File: src/rtl/fare_gate_ctrl.sv
// fare_gate_ctrl -- ticket-barrier controller.
//
// A card tap (nfc) samples card_valid / monthly / balance. The card is then
// checked for one cycle:
//   * invalid cards and stored-value cards below FARE show a message
//   * monthly passes open the gate straight away
//   * stored-value cards with enough money first raise a debit request, and
//     the gate opens once the back office accepts it.
// The gate closes on a rising edge of pass_sensor or after OPEN_CYC cycles,
// whichever comes first. A maintenance request puts the gate in service mode.
//
// Optional build macro: TAILGATE_DETECT_EN. When it is defined, a rising
// pass_sensor edge while idle raises an ALARM for MSG_CYC cycles.
//
// Parameters:
//   BAL_W    balance / fare width in bits (4..32)
//   FARE     fare deducted per stored-value entry
//   OPEN_CYC maximum gate-open cycles (>= 2)
//   MSG_CYC  message hold cycles (>= 1)
// Ports:
//   clk          clock; every state update happens on its rising edge
//   rst          asynchronous active-low reset
//   nfc          card-tap strobe
//   card_valid   card account exists (sampled with nfc)
//   monthly      card is a monthly pass (sampled with nfc)
//   balance      stored-value balance (sampled with nfc)
//   maintenance  service-mode request
//   pass_sensor  passenger-through beam (level)
//   debit_ready  back office accepts the debit
//   debit_valid  debit request pending
//   debit_bal    balance after the fare is deducted, valid with debit_valid
//   open         gate actuator
//   disp         000 idle, 001 no funds, 010 invalid, 100 open/balance,
//                101 open/monthly, 111 service
//   sound        00 silent, 01 error, 10 pass, 11 alarm
// Every output is a flop, so no path runs straight from an input to an output.
module fare_gate_ctrl #(
  parameter int BAL_W    = 16,
  parameter int FARE     = 325,
  parameter int OPEN_CYC = 8,
  parameter int MSG_CYC  = 4
) (
  input  logic             clk,
  input  logic             rst,
  input  logic             nfc,
  input  logic             card_valid,
  input  logic             monthly,
  input  logic [BAL_W-1:0] balance,
  input  logic             maintenance,
  input  logic             pass_sensor,
  input  logic             debit_ready,
  output logic             debit_valid,
  output logic [BAL_W-1:0] debit_bal,
  output logic             open,
  output logic [2:0]       disp,
  output logic [1:0]       sound
);

  localparam int MAX_CYC = (OPEN_CYC > MSG_CYC) ? OPEN_CYC : MSG_CYC;
  localparam int CNT_W   = $clog2(MAX_CYC);
  localparam logic [CNT_W-1:0] OPEN_LOAD = CNT_W'(OPEN_CYC - 1);
  localparam logic [CNT_W-1:0] MSG_LOAD  = CNT_W'(MSG_CYC - 1);
  localparam logic [CNT_W-1:0] CNT_ZERO  = {CNT_W{1'b0}};
  localparam logic [CNT_W-1:0] CNT_ONE   = CNT_W'(1);
  localparam logic [BAL_W-1:0] FARE_V    = BAL_W'(FARE);

`ifdef TAILGATE_DETECT_EN
  typedef enum logic [2:0] {
    S_IDLE   = 3'd0,
    S_CHECK  = 3'd1,
    S_DEBIT  = 3'd2,
    S_OPEN   = 3'd3,
    S_MSG    = 3'd4,
    S_SERV   = 3'd5,
    S_SERV_E = 3'd6,
    S_ALARM  = 3'd7
  } state_e;
`else
  typedef enum logic [2:0] {
    S_IDLE   = 3'd0,
    S_CHECK  = 3'd1,
    S_DEBIT  = 3'd2,
    S_OPEN   = 3'd3,
    S_MSG    = 3'd4,
    S_SERV   = 3'd5,
    S_SERV_E = 3'd6
  } state_e;
`endif

  state_e           state_q, state_d;
  logic [CNT_W-1:0] cnt_q, cnt_d;
  logic             sens_q;
  logic             cv_q, mon_q;
  logic [BAL_W-1:0] bal_q;
  logic             open_q, open_d;
  logic             dv_q, dv_d;
  logic [BAL_W-1:0] dbal_q, dbal_d;
  logic [2:0]       disp_q, disp_d;
  logic [1:0]       sound_q, sound_d;
  logic             sens_rise_s;
  logic             smp_load_s;

  // The edge is measured against the previous-cycle flop, so a sensor that
  // is already high when the gate opens must fall and rise again to count.
  assign sens_rise_s = pass_sensor & ~sens_q;
  // Maintenance outranks a tap in IDLE, so a tap only samples when it wins.
  assign smp_load_s  = (state_q == S_IDLE) & ~maintenance & nfc;

  // FSM state register
  always_ff @(posedge clk or negedge rst) begin
    if (!rst) begin
      state_q <= S_IDLE;
    end else begin
      state_q <= state_d;
    end
  end

  // Next-state and hold/open counter logic
  always_comb begin
    state_d = state_q;
    cnt_d   = cnt_q;
    case (state_q)
      S_IDLE: begin
        if (maintenance) begin
          state_d = S_SERV;
        end else if (nfc) begin
          state_d = S_CHECK;
        end else begin
`ifdef TAILGATE_DETECT_EN
          if (sens_rise_s) begin
            state_d = S_ALARM;
            cnt_d   = MSG_LOAD;
          end else begin
            state_d = S_IDLE;
          end
`else
          state_d = S_IDLE;
`endif
        end
      end
      S_CHECK: begin
        if (!cv_q) begin
          state_d = S_MSG;
          cnt_d   = MSG_LOAD;
        end else if (mon_q) begin
          state_d = S_OPEN;
          cnt_d   = OPEN_LOAD;
        end else if (bal_q >= FARE_V) begin
          state_d = S_DEBIT;
        end else begin
          state_d = S_MSG;
          cnt_d   = MSG_LOAD;
        end
      end
      S_DEBIT: begin
        if (debit_ready) begin
          state_d = S_OPEN;
          cnt_d   = OPEN_LOAD;
        end else begin
          state_d = S_DEBIT;
        end
      end
      S_OPEN: begin
        if (sens_rise_s || (cnt_q == CNT_ZERO)) begin
          state_d = S_IDLE;
          cnt_d   = CNT_ZERO;
        end else begin
          cnt_d   = cnt_q - CNT_ONE;
        end
      end
      S_MSG: begin
        if (cnt_q == CNT_ZERO) begin
          state_d = S_IDLE;
        end else begin
          cnt_d   = cnt_q - CNT_ONE;
        end
      end
      S_SERV: begin
        if (nfc) begin
          state_d = S_SERV_E;
        end else if (!maintenance) begin
          state_d = S_IDLE;
        end else begin
          state_d = S_SERV;
        end
      end
      S_SERV_E: begin
        state_d = S_SERV;
      end
`ifdef TAILGATE_DETECT_EN
      S_ALARM: begin
        if (cnt_q == CNT_ZERO) begin
          state_d = S_IDLE;
        end else begin
          cnt_d   = cnt_q - CNT_ONE;
        end
      end
`endif
      default: begin
        state_d = S_IDLE;
        cnt_d   = CNT_ZERO;
      end
    endcase
  end

  // Output decode for the next cycle. Outputs are registered from state_d,
  // so they line up with the state they describe.
  always_comb begin
    open_d  = (state_d == S_OPEN);
    dv_d    = (state_d == S_DEBIT);
    dbal_d  = {BAL_W{1'b0}};
    disp_d  = 3'b000;
    sound_d = 2'b00;
    if (dv_d) begin
      // bal_q >= FARE was checked before DEBIT is entered, so this cannot underflow.
      dbal_d = bal_q - FARE_V;
    end else begin
      dbal_d = {BAL_W{1'b0}};
    end
    case (state_d)
      S_OPEN:   disp_d = mon_q ? 3'b101 : 3'b100;
      S_MSG:    disp_d = cv_q ? 3'b001 : 3'b010;
      S_SERV:   disp_d = 3'b111;
      S_SERV_E: disp_d = 3'b111;
`ifdef TAILGATE_DETECT_EN
      S_ALARM:  disp_d = 3'b010;
`endif
      default:  disp_d = 3'b000;
    endcase
    if ((state_d == S_OPEN) && (state_q != S_OPEN)) begin
      sound_d = 2'b10;
    end else if ((state_d == S_MSG) && (state_q != S_MSG)) begin
      sound_d = 2'b01;
    end else if (state_d == S_SERV_E) begin
      sound_d = 2'b01;
`ifdef TAILGATE_DETECT_EN
    end else if (state_d == S_ALARM) begin
      sound_d = 2'b11;
`endif
    end else begin
      sound_d = 2'b00;
    end
  end

  // Counter, sensor history, tap samples and output registers
  always_ff @(posedge clk or negedge rst) begin
    if (!rst) begin
      cnt_q   <= CNT_ZERO;
      sens_q  <= 1'b0;
      cv_q    <= 1'b0;
      mon_q   <= 1'b0;
      bal_q   <= {BAL_W{1'b0}};
      open_q  <= 1'b0;
      dv_q    <= 1'b0;
      dbal_q  <= {BAL_W{1'b0}};
      disp_q  <= 3'b000;
      sound_q <= 2'b00;
    end else begin
      cnt_q   <= cnt_d;
      sens_q  <= pass_sensor;
      if (smp_load_s) begin
        cv_q  <= card_valid;
        mon_q <= monthly;
        bal_q <= balance;
      end
      open_q  <= open_d;
      dv_q    <= dv_d;
      dbal_q  <= dbal_d;
      disp_q  <= disp_d;
      sound_q <= sound_d;
    end
  end

  assign open        = open_q;
  assign debit_valid = dv_q;
  assign debit_bal   = dbal_q;
  assign disp        = disp_q;
  assign sound       = sound_q;

endmodule
File: config.mk
export PLATFORM = sky130hd
export DESIGN_NAME = fare_gate_ctrl
export DESIGN_NICKNAME = d
export VERILOG_FILES = /design/src/rtl/fare_gate_ctrl.sv
export SDC_FILE = /design/constraint.sdc
export NUM_CORES = 1
export LEC_CHECK = 0
export ABC_CLOCK_PERIOD_IN_PS = 2400
export CAP_MARGIN = 20
export CORE_UTILIZATION = 60
export CTS_BUF_LIST = sky130_fd_sc_hd__clkbuf_16
export DETAILED_ROUTE_END_ITERATION = 7
export DONT_BUFFER_PORTS = 1
export GPL_TIMING_DRIVEN = 0
export HOLD_SLACK_MARGIN = 0.15
export PLACE_DENSITY = 0.77
export SYNTH_ARGS = -nofsm -noshare
export SYNTH_HDL_FRONTEND = slang
export SYNTH_SLANG_ARGS = --single-unit
export TNS_END_PERCENT = 50
File: constraint.sdc
create_clock -name clk -period 2.4 [get_ports clk]
set_input_delay 0.48 -clock clk [delete_from_list [all_inputs] [get_ports clk]]
set_output_delay 0.48 -clock clk [all_outputs]
set_load 0.005 [all_outputs]
* Word-level counts from Yosys, hierarchy flattened
Index checks and enable logic that the tools add are counted.
Storage, ports and cells: register bits after elaboration 48, bits in latches 0, memory bits (writable) 0, ROM bits 0, input port bits 24, output and inout bits 23, logic and storage cells 69, memories 0
Cells by class: $add $sub $neg 2, multiply operators 0, div/mod/pow operators 0, $lt $le $gt $ge 1, equal/unequal tests 16, shift operators 0, mux-type cells 25, bitwise gates (word level) 6, reduce and logical (&&, ||, !) cells 8
Operators by type and width (count):
- 2-to-1 mux 3 bit | 14
- one-hot mux 3 bit (7 select lines) | 1
- equality test 3 bit (second input constant) | 6
- >= comparator 16 x 9 -> 1 bit (second input constant) | 1
- 2-to-1 mux 16 bit | 1
- subtractor 16 x 9 -> 16 bit (second input constant) | 1
- one-hot mux 3 bit (5 select lines) | 1
- equality test 3 x 2 -> 1 bit (second input constant) | 4
- one-hot mux 3 bit (3 select lines) | 1
- zero test 3 bit | 2
- 2-to-1 mux 1 bit | 5
- 2-to-1 mux 2 bit | 2
- inequality test 2 bit (second input constant) | 2
- inequality test 4 bit (second input constant) | 1
- AND reduction 4 bit | 1
- AND 1 bit | 3
- equality test 3 x 1 -> 1 bit (second input constant) | 1
- inequality test 3 x 2 -> 1 bit (second input constant) | 1
- inequality test 3 bit (second input constant) | 1
- NOT 1 bit | 3
- OR reduction 3 bit | 1
- subtractor 3 x 1 -> 3 bit (second input constant) | 1
- logical AND 1 bit | 2
- OR reduction 2 bit | 1
- logical OR 1 bit | 1

* Longest topological paths before layout
depth after elaboration 9, gate-level depth with buffers 8, depth with buffers taken out 8

* Worst setup path after synthesis
No wires, ideal clock.
path type reg-to-reg, from register bal_q[10], to register cnt_q[0], setup time 0.128 ns, arrival 1.931 ns, data required time 2.272 ns, slack 0.341 ns, stages on the path, launching flop included 6, buffers on the path 0, clock period less this slack 2.059 ns, cells stage by stage dfrtp_1 -> or4_4 -> or3_4 -> a2111oi_4 -> o21ai_2 -> mux2_1
Between the ends: cells in the longest elaborated chain, start to end 3
Ends and longest elaborated chain:
- start, declared | line 94 | logic [BAL_W-1:0] bal_q;
- start signal, assigned | line 252 | bal_q <= {BAL_W{1'b0}};
- start signal, assigned | line 264 | bal_q <= balance;
- >= comparator 16 x 9 -> 1 bit | line 148 | end else if (bal_q >= FARE_V) begin
- inequality test 4 bit (no source line)
- AND reduction 4 bit (no source line)
- end signal, assigned | line 259 | cnt_q <= cnt_d;
- end, declared | line 91 | logic [CNT_W-1:0] cnt_q, cnt_d;
Every way passes these cells. A chain may end at the register's enable or synchronous reset.

* Final worst setup path
from register mon_q, to register dbal_q[12] (netlist: debit_bal[12])
Between the ends: cells in the longest elaborated chain, start to end 5
Ends and longest elaborated chain:
- start, declared | line 93 | logic cv_q, mon_q;
- start signal, assigned | line 263 | mon_q <= monthly;
- 2-to-1 mux 3 bit | line 145 | end else if (mon_q) begin
- 2-to-1 mux 3 bit | line 142 | if (!cv_q) begin
- one-hot mux 3 bit (7 select lines) | line 122 | case (state_q)
- equality test 3 x 2 -> 1 bit | line 210 | dv_d = (state_d == S_DEBIT);
- 2-to-1 mux 16 bit | line 214 | if (dv_d) begin
- named net dbal_d[12] | line 97 | logic [BAL_W-1:0] dbal_q, dbal_d;
- end signal, assigned | line 255 | dbal_q <= {BAL_W{1'b0}};
- end signal, assigned | line 268 | dbal_q <= dbal_d;
- end, declared | line 97
The timed path passes the listed nets, and every way through them passes these cells.

==> impl_results.md <==
* Clock Skew at 0.00257 ns
* Detailed Route WL at 4590 um
* Min-delay worst type: input port to register
* P_sw at between 0.001 and 0.0015 W
* Die Ht at approximately 64 um
* Reg power frac at 0.406
* Post-synthesis simple-gate area fraction at 0.171
* Synth top area cells: dfrtp_1 52%, mux2_2 7.3%, nor2_1 4.0%, xnor2_1 3.8%, ha_1 2.2%
* Synth Flop Type: dfrtp_1
* Area Growth Syn to Fin at 11.2%
* Total CTS buffers at 5
* Adder-Cell Fraction of Synth Area at 0.0216
* Largest family of logic cells by synthesized area: simple AND/OR/NAND/NOR gates
* Library cells used by synthesis at 49
* Post-synth top cells: 48 x dfrtp_1, 25 x nor2_1, 15 x mux2_2
* Clk pwr share at 0.181
* Internal at approximately 0.0022 W
* Post-synthesis sequential area ratio at 0.518
* Fin nets at 249
* Hold path depth at 0
* Pwr per Cell Area at 1360 nW/um^2
* RePlAce Congestion at 0.855
* Post-synthesis net count at 240
* Clock transition at the registers of the reported paths at 0.06 ns
* Site Rows at 22
* Reg2Reg Setup Slack at 0.16 ns
* Pre-CTS setup slack at 0.0545 ns
* Top-count cell post-synth: dfrtp_1
* Synth Area in XOR/XNOR at 0.0415
* FMAX at 0.446 GHz
* Comb pwr share at 0.413
* Multi-input logic area at 1060 um^2
* Drt drc at 0
* Design Area, Final at 2580 um^2
* Post-synth EDFFs at 0
* Multiplexer share of the synthesized area at 0.0868
* Via/cell ratio at 6.04
* Capturing point of the worst reg2reg path: debit_bal[12]
* Hold Path Origin: pass_sensor
* CTS tree: done
* Number of global-route vias before repair at 1628
* Die W at 64.2 um
* Post-Synthesis Cell Area at 2320 um^2
* Final setup vio count at 0
* First-pass GRT wire length at 7810 um
* Worst EP required at between 2 and 3 ns
* HPWL after DPL at 3210 um
* Routed WL per cell at 17.0 um
* Setup ws final at 0.160 ns
* Port bufs at 0
* Max cap viols at 0
* Layout cells sized above 1 at 0.167
* Sum Neg Setup Slack at 0 ns
* Final Slew Violations at 0
* Starting Density at 0.629
* Clock sink total at 48
* Hold EP: sens_q
* Syn. warnings at 0
* Worst hold slack at 0.224 ns
* Clock Tree Buf Depth at 2
* Area leader, netlist: dfrtp_1
* Drt initial violations at 69
* Die area at 4120 um^2
* Fin crit period at between 2 and 2.5 ns
* Worst Tran Pin Value at 0.527 ns
* First drt pass iteration count at 4
* Status: finished, final reports clean
* CP Launch Type: register
* DP Area at approximately 2400 um^2
* Final hold violation count at 0
* Ant. Diodes at 0
* Ys async rst share at 1.00
* Max rail drop VDD at 0.927 mV
* Final period util at 0.933
* Mapped Avg Cell Area at 10.9 um^2
* Via count at 1631
* DRT antenna net count at 0
* Pin count of the biggest net entering global routing at 49
* Num ports at 47
* Cells after Synth at 212
* CP endpoint kind: register
* Total track usage at 0.250
* Grt ovf at 0
* Switching Share at 0.386
* Share of the synthesized area in the top cell type at 0.518
* Crit-path max FO at 10
* Relative slew margins at 0.645
* Unrepaired setup endpoints after global routing: false
* Leakage at 1.12 nW
* Core area at 3690 um^2
* Fill cells at between 200 and 300
* WP data arrival at 2.40 ns
* R2R Path Start: mon_q
* Synth Area in Compound Gates at 0.127
* WS Path Type: register to register
* Register area at 1200 um^2
* Initial antenna violation count at 0
* Later-pin clock latency in the skew report at 0.28 ns
* R2R cell count at 6
* H-tree depth at 2
* Root buffer cell: clkbuf_16
* Flops & latches, synth at 48
## logic make-up (layout without fill, tap and decap cells)
logic type / Yosys count / in the layout
AND/OR/NAND/NOR: 72 / 72
flip-flops: 48 / 48
AO/OA/AOI/OAI: 39 / 39
buffers and inverters: 20 / 30
multiplexers: 18 / 18
XOR/XNOR: 11 / 11
adder cells (fa/ha/maj): 4 / 4
## sequential cells by signal, indices dropped and copies added, names as in the netlist, 2 cells and up
name       flops
sound          2
debit_bal     16
bal_q         16
disp           3
state_q        3
cnt_q          3
## final cells by class
cell class | instances | area share
clock buffers | 5 | 0.0485
inverters | 12 | 0.0175
multi-input cells | 144 | 0.413
flip-flops and latches | 48 | 0.466
clock inverters | 3 | 0.00436
repair buffers | 2 | 0.0145
plain buffers | 8 | 0.0136
well taps | 48 | 0.0233
## cells in the final DEF (no fill, tap or decap), types with 3 or more instances in the layout
master,Yosys,final
a21oi_1,8,8
a31oi_1,3,3
buf_2,3,3
clkbuf_1,5,4
clkbuf_16,0,5
dfrtp_1,48,48
ha_1,4,4
inv_1,12,14
mux2_2,15,15
nand2_1,12,12
nand2b_1,3,3
nand3b_1,3,3
nor2_1,25,25
nor2b_1,7,6
nor3_1,5,5
o21ai_0,8,8
xnor2_1,10,10
## stage by stage
step	std cells	utilization	power (W)
after CTS	270	0.693	0.00349
final	270	0.699	0.00351
after global placement	260	0.646	0.00275
after detailed placement	260	0.646	0.00280
after global routing	270	0.699	0.00376
after floorplan	212	-	0.00249
## worst max-delay path, stage by stage, from the launching register on
cell and delay (ns):
dfrtp_1 0.45, or4_1 0.55, a311oi_1 0.35, nand4bb_1 0.19, o2111ai_2 0.19, buf_2 0.32, nor2_1 0.08
## what timing repair did
action,CTS,global route
setup buffers,0,0
hold endpoints to repair,48,0
resized for setup,0,6
hold buffers,2,0
setup endpoints to repair,0,23
## worst max-delay path by stage
stage | start | endpoint | slack, ns | cells past startpoint
finish | mon_q | debit_bal[12] | 0.16 | 6
CTS | cnt_q[0] | debit_bal[12] | 0.03 | 8
floorplan | bal_q[10] | cnt_q[0] | 0.34 | 5
detailed placement | cnt_q[0] | debit_bal[7] | 0.05 | 8
global route | cnt_q[0] | debit_bal[14] | 0.06 | 8
global placement | cnt_q[0] | debit_bal[13] | 0.02 | 8
## power groups by stage
stage / Sequential (W) / Combinational [W] / Clock (W)
floorplan: 0.00135 / 0.00114 / 0
global placement: 0.00141 / 0.00133 / 0
detailed placement: 0.00143 / 0.00137 / 0
CTS: 0.00142 / 0.00141 / 0.000647
global route: 0.00147 / 0.00161 / 0.000685
finish: 0.00142 / 0.00145 / 0.000636
## routing by layer
| layer | GRT usage | vias to the layer above | wire, um |
|---|---|---|---|
| met1 | 0.336 | 803 | 2030 |
| met4 | 0.0806 | 0 | 52 |
| li1 | - | 758 | - |
| met3 | 0.0589 | 10 | 258 |
| met2 | 0.402 | 60 | 2240 |
| met5 | 0 | - | 0 |
Note: power is estimated with default switching activity, not from simulation.
